**src/rtl/cmp_share_arbiter.sv**
```systemverilog
// cmp_share_arbiter: round-robin sharing of one registered signed compare unit among NREQ requesters.
// Optional watchdog on the compare result enabled by defining CMP_ARB_TIMEOUT_EN.
module cmp_share_arbiter #(
    parameter int WIDTH   = 16,
    parameter int NREQ    = 4,
    parameter int IDW     = $clog2(NREQ),
    parameter int TIMEOUT = 8
) (
    input  logic                  clk,
    input  logic                  rst_n,
    input  logic [NREQ-1:0]       req_valid_i,
    input  logic [NREQ*WIDTH-1:0] req_a_i,
    input  logic [NREQ*WIDTH-1:0] req_b_i,
    input  logic [NREQ*2-1:0]     req_fun_i,
    output logic [NREQ-1:0]       req_ready_o,
    output logic [WIDTH-1:0]      cmp_a_o,
    output logic [WIDTH-1:0]      cmp_b_o,
    output logic [1:0]            cmp_fun_o,
    output logic                  cmp_en_o,
    input  logic [WIDTH-1:0]      cmp_out_i,
    input  logic                  cmp_flag_i,
    output logic                  rsp_valid_o,
    input  logic                  rsp_ready_i,
    output logic [IDW-1:0]        rsp_id_o,
    output logic [WIDTH-1:0]      rsp_data_o,
    output logic                  rsp_err_o
);
    typedef enum logic [1:0] {IDLE, ISSUE, WAIT, RESP} state_e;
    state_e state_q, state_d;
    logic [IDW-1:0] ptr_q, ptr_d, id_q, id_d, gnt_id;
    logic [IDW:0] scan;
    logic gnt_any, tmo;
    logic [WIDTH-1:0] a_q, a_d, b_q, b_d, data_q, data_d;
    logic [1:0] fun_q, fun_d;

    if (NREQ < 2 || NREQ > 8 || TIMEOUT < 1) begin : g_bad_cfg
        $error("cmp_share_arbiter: unsupported parameters");
    end

    // Scan downward so the requester closest to ptr_q (mod NREQ) is the last to overwrite.
    always_comb begin
        gnt_any = 1'b0;
        gnt_id  = '0;
        scan    = '0;
        for (int i = NREQ - 1; i >= 0; i--) begin
            scan = {1'b0, ptr_q} + (IDW+1)'(i);
            if (scan >= (IDW+1)'(NREQ)) scan = scan - (IDW+1)'(NREQ);
            if (rst_n && req_valid_i[scan[IDW-1:0]]) begin
                gnt_any = 1'b1;
                gnt_id  = scan[IDW-1:0];
            end
        end
    end

    always_comb begin
        state_d     = state_q;
        ptr_d       = ptr_q;
        id_d        = id_q;
        a_d         = a_q;
        b_d         = b_q;
        fun_d       = fun_q;
        data_d      = data_q;
        req_ready_o = '0;
        cmp_en_o    = 1'b0;
        rsp_valid_o = 1'b0;
        case (state_q)
            IDLE: if (gnt_any) begin
                req_ready_o[gnt_id] = 1'b1;
                a_d     = req_a_i[gnt_id*WIDTH +: WIDTH];
                b_d     = req_b_i[gnt_id*WIDTH +: WIDTH];
                fun_d   = req_fun_i[gnt_id*2 +: 2];
                id_d    = gnt_id;
                ptr_d   = (gnt_id == IDW'(NREQ - 1)) ? '0 : gnt_id + 1'b1;
                state_d = ISSUE;
            end
            ISSUE: begin
                cmp_en_o = 1'b1;
                state_d  = WAIT;
            end
            WAIT: if (cmp_flag_i || tmo) begin
                data_d  = cmp_flag_i ? cmp_out_i : '0;
                state_d = RESP;
            end
            RESP: begin
                rsp_valid_o = 1'b1;
                state_d     = rsp_ready_i ? IDLE : RESP;
            end
            default: state_d = IDLE;
        endcase
    end

    always_ff @(posedge clk or negedge rst_n) begin
        if (!rst_n) begin
            state_q <= IDLE;
            ptr_q   <= '0;
            id_q    <= '0;
            a_q     <= '0;
            b_q     <= '0;
            fun_q   <= '0;
            data_q  <= '0;
        end else begin
            state_q <= state_d;
            ptr_q   <= ptr_d;
            id_q    <= id_d;
            a_q     <= a_d;
            b_q     <= b_d;
            fun_q   <= fun_d;
            data_q  <= data_d;
        end
    end

    assign cmp_a_o    = a_q;
    assign cmp_b_o    = b_q;
    assign cmp_fun_o  = fun_q;
    assign rsp_id_o   = id_q;
    assign rsp_data_o = data_q;

`ifdef CMP_ARB_TIMEOUT_EN
    localparam int CW = $clog2(TIMEOUT + 1);
    logic [CW-1:0] cnt_q;
    logic err_q;

    // Counter is zero whenever WAIT is entered; fires on the TIMEOUT-th flagless WAIT cycle.
    assign tmo = (state_q == WAIT) && !cmp_flag_i && (cnt_q == CW'(TIMEOUT - 1));

    always_ff @(posedge clk or negedge rst_n) begin
        if (!rst_n) begin
            cnt_q <= '0;
            err_q <= 1'b0;
        end else begin
            cnt_q <= (state_q == WAIT) ? cnt_q + CW'(1) : '0;
            err_q <= (state_q == IDLE && gnt_any) ? 1'b0 : (tmo ? 1'b1 : err_q);
        end
    end

    assign rsp_err_o = err_q;
`else
    assign tmo       = 1'b0;
    assign rsp_err_o = 1'b0;
`endif
endmodule

```
**config.mk**
```make
export PLATFORM = sky130hd
export DESIGN_NAME = cmp_share_arbiter
export DESIGN_NICKNAME = d
export VERILOG_FILES = /design/src/rtl/cmp_share_arbiter.sv
export SDC_FILE = /design/constraint.sdc
export NUM_CORES = 1
export LEC_CHECK = 0
export ABC_AREA = 1
export CORE_ASPECT_RATIO = 1.75
export CORE_UTILIZATION = 34
export DETAILED_ROUTE_END_ITERATION = 16
export PLACE_DENSITY_LB_ADDON = 0.1
export SLEW_MARGIN = 10
export SYNTH_ARGS = -nofsm -noshare
export SYNTH_HDL_FRONTEND = slang
export SYNTH_SLANG_ARGS = --single-unit
```
**constraint.sdc**
```tcl
create_clock -name clk -period 2.07 [get_ports clk]
set_input_delay 0.207 -clock clk [delete_from_list [all_inputs] [get_ports clk]]
set_output_delay 0.207 -clock clk [all_outputs]
set_load 0.005 [all_outputs]
```
==> summary.md <==
| Metric | Value |
|---|---|
| Worst Path Arrival | 1.96 ns |
| Dpl ws | -0.4221 ns |
| Failing checks | setup timing |
| Slew @ Worst Pin | 0.6994 ns |
| Placed instance count | 847 |
| CTS Buf Count | 5 |
| RSZ-0062 raised after global routing | yes |
| Via density | between 5 and 6 |
| Post-synthesis cell type count | 24 |
| Final nets | between 900 and 1000 |
| CTS clock-pin slew for the worst setup and hold paths | 0.08 ns |
| CTS H-tree lvls | 2 |
| Total clock sinks | 56 |
| Worst reg-to-reg path cell count | 15 |
| Max_cap viols | 0 |
| Gpl congestion | 0.8640 |
| Row cnt | 49 |
| Post-synthesis sequential element count | 56 |
| Worst Setup Path Type | flop to output port |
| CP Launch Type | flop |
| Post-DP Area | around 6000 sq um |
| Core area | 10360 sq um |
| # port buffers | 217 |
| Vias in the first global route | between 4000 and 5000 |
| Total vias in the final route | 4598 |
| Synthesized instance count | 516 |
| First-pass GRT wire length | 21.70 mm |
| DR iter-0 viols | 280 |
| Final hold violation count | 0 |
| Synthesized area | 3661 sq um |
| Avg Inst Size Synth | 7.095 sq um |
| Peak supply drop | between 1 and 1.5 mV |
| YS warnings | 0 |
| Pwr dens | 1513 nW/um^2 |
| Sequential share of the synthesized area | between 30% and 40% |
| Most common cell after layout, fill and taps aside | clkdlybuf4s50_1 |
| Layout Cells excl Fill | 870 |
| Most frequent cells in the layout | 212 x clkdlybuf4s50_1, 175 x nand3_1, 160 x nand2_1, 56 x dfrtp_1, 24 x buf_4 |
| CTS tree | done |
| GR Util All Layers | 25.04% |
| Root buf cell | clkbuf_16 |
| Starting Density | 35.33% |
| Clk buf depth | 2 |
| CP Data Required Time | around 1.9 ns |
| Hold Crit Class | input pin to async pin |
| RR Startpoint | ptr_q[0]$_DFFE_PN0P_ |
| Residual DRC | 0 |
| Final Slew Violations | 0 |
| Largest net degree at the start of global routing | just under 70 |
| Setup TNS | -0.7493 ns |
| GRT overflow | 0 |
| Reg2reg end | cmp_a_o[12]$_DFFE_PN0P_ |
| Fin area | between 6000 and 7000 sq um |
| Die ar. | 11200 sq um |
| Slew Limit Headroom | 53.37% |
| Proportion of layout cells with a drive suffix above 1 | around 16% |
| Total wire length | 14.87 mm |
| Final antenna diode count | 0 |
| Crit-path max FO | 8 |
| Min setup slack post-route | -0.09342 ns |
| Final core occ | between 60 and 70% |
| Layout area overhead | 78.67% |
| Leak pwr | 2.984 nW |
| Period Utilization, post-route | 104.5% |
| Clock Skews | 0.003460 ns |
| Final setup viols | 30 |
| I/O Pins | around 220 |
| Multi-input gate area | 2112 sq um |
| FF-to-FF setup slack | -0.04 ns |
| Sequential standard cell area | 1401 sq um |
| Die H | 139.3 um |
| Final min period | 2.163 ns |
| Detailed placement HPWL | 10.23 mm |
| Fill cells | 930 |
| Worst skew pair latency | 0.30 ns |
| Initial antenna violation count | 1 |
| Critical Path End Type | output port |
| Maximum clock rate | 462.2 MHz |
| Status | finished, violations left |
| Die width | between 80 and 90 um |
| Wirelength per Cell | 17.09 um |
| ANT nets after route | 0 |
| Drt pass-1 iters | 5 |
| Synth Net Count | roughly 680 |
[timing repair]
item,CTS,global route
pin swaps,11,19
hold buffers,1,0
cloned,0,5
buffers inserted,5,5
hold endpoints to repair,3,0
resized for setup,40,36
endpoints found under the setup margin,38,40
[critical path, stage by stage (launching register included)]
cell	delay, ns
dfrtp_1	0.42
buf_6	0.18
nand2_4	0.08
nand3_4	0.10
inv_1	0.08
nor2_2	0.10
nand2_1	0.08
nand3_2	0.09
nand2_2	0.08
buf_6	0.15
nor3_2	0.16
buf_2	0.14
[power breakdown]
group          leakage, nW  switching (W)  internal [W]
clock               0.0742       0.000425      0.000455
sequential           0.685       0.000297       0.00164
combinational         2.23        0.00368       0.00340
total                 2.98        0.00440       0.00549
[synthesized netlist by cell type, drive strengths merged]
library cell	instances	area, sq um
nand3	184	945.9
nand2	181	689.4
dfrtp	56	1401
buf	38	249.0
inv	16	60.06
mux2	16	180.2
nor2	7	26.28
clkbuf	4	15.01
o21ai	4	20.02
a21oi	2	13.76
o22ai	2	18.77
conb	1	3.750
ha	1	12.51
nand4	1	6.260
nor3	1	5.000
o21a	1	7.510
or2	1	6.260
[area by class of cell]
type / instances / area share [%]
Timing Repair Buffer: 261 / 40.61
Multi-Input combinational cell: 402 / 32.29
Sequential cell: 56 / 21.42
Tap cell: 127 / 2.429
Clock buffer: 5 / 1.913
Inverter: 16 / 0.9946
Clock inverter: 3 / 0.3443
[cells by family (layout without fill, tap and decap cells)]
| family | after synthesis | count (layout) | synth area share [%] |
|---|---|---|---|
| buf+inv | 58 | 285 | 8.852 |
| mux | 16 | 16 | 4.921 |
| flops | 56 | 56 | 38.28 |
| simple gates | 375 | 375 | 45.86 |
| compound gates | 9 | 9 | 1.641 |
| other cells | 1 | 1 | 0.1024 |
| fa+ha+maj | 1 | 1 | 0.3417 |
[flip-flops by register name (all words and copies together), names as in the netlist]
register / flops
cmp_a_o: 16
cmp_b_o: 16
cmp_fun_o: 2
ptr_q: 2
rsp_data_o: 16
rsp_id_o: 2
state_q: 2
[per-stage QoR]
step | hold slack, ns | power (W)
after floorplan | -0.08859 | 0.005521
after global placement | 0.2764 | 0.007900
after detailed placement | 0.2964 | 0.008042
after CTS | 0.2736 | 0.009155
after global routing | 0.3832 | 0.01063
final | 0.2725 | 0.009899
[worst max-delay path by stage]
stage	start	cells past startpoint	slack (ns)	to
finish	ptr_q[0]$_DFFE_PN0P_	11	-0.09	req_ready_o[1]
global route	ptr_q[0]$_DFFE_PN0P_	11	-0.20	req_ready_o[1]
CTS	ptr_q[0]$_DFFE_PN0P_	13	-0.10	req_ready_o[3]
detailed placement	req_valid_i[1]	13	-0.42	req_ready_o[3]
global placement	req_valid_i[0]	13	-0.38	req_ready_o[3]
floorplan	ptr_q[0]$_DFFE_PN0P_	16	0.08	req_ready_o[3]
[layer usage]
metal / track usage, % / part of all wire, % / up-vias
li1: - / - / 2172
met1: 28.04 / 36 / 2164
met2: 45.90 / 54 / 228
met3: 3.869 / 6.7 / 32
met4: 9.586 / 3.3 / 2
met5: 0 / 0.094 / -
No activity file was read; power rests on OpenSTA's default activity.
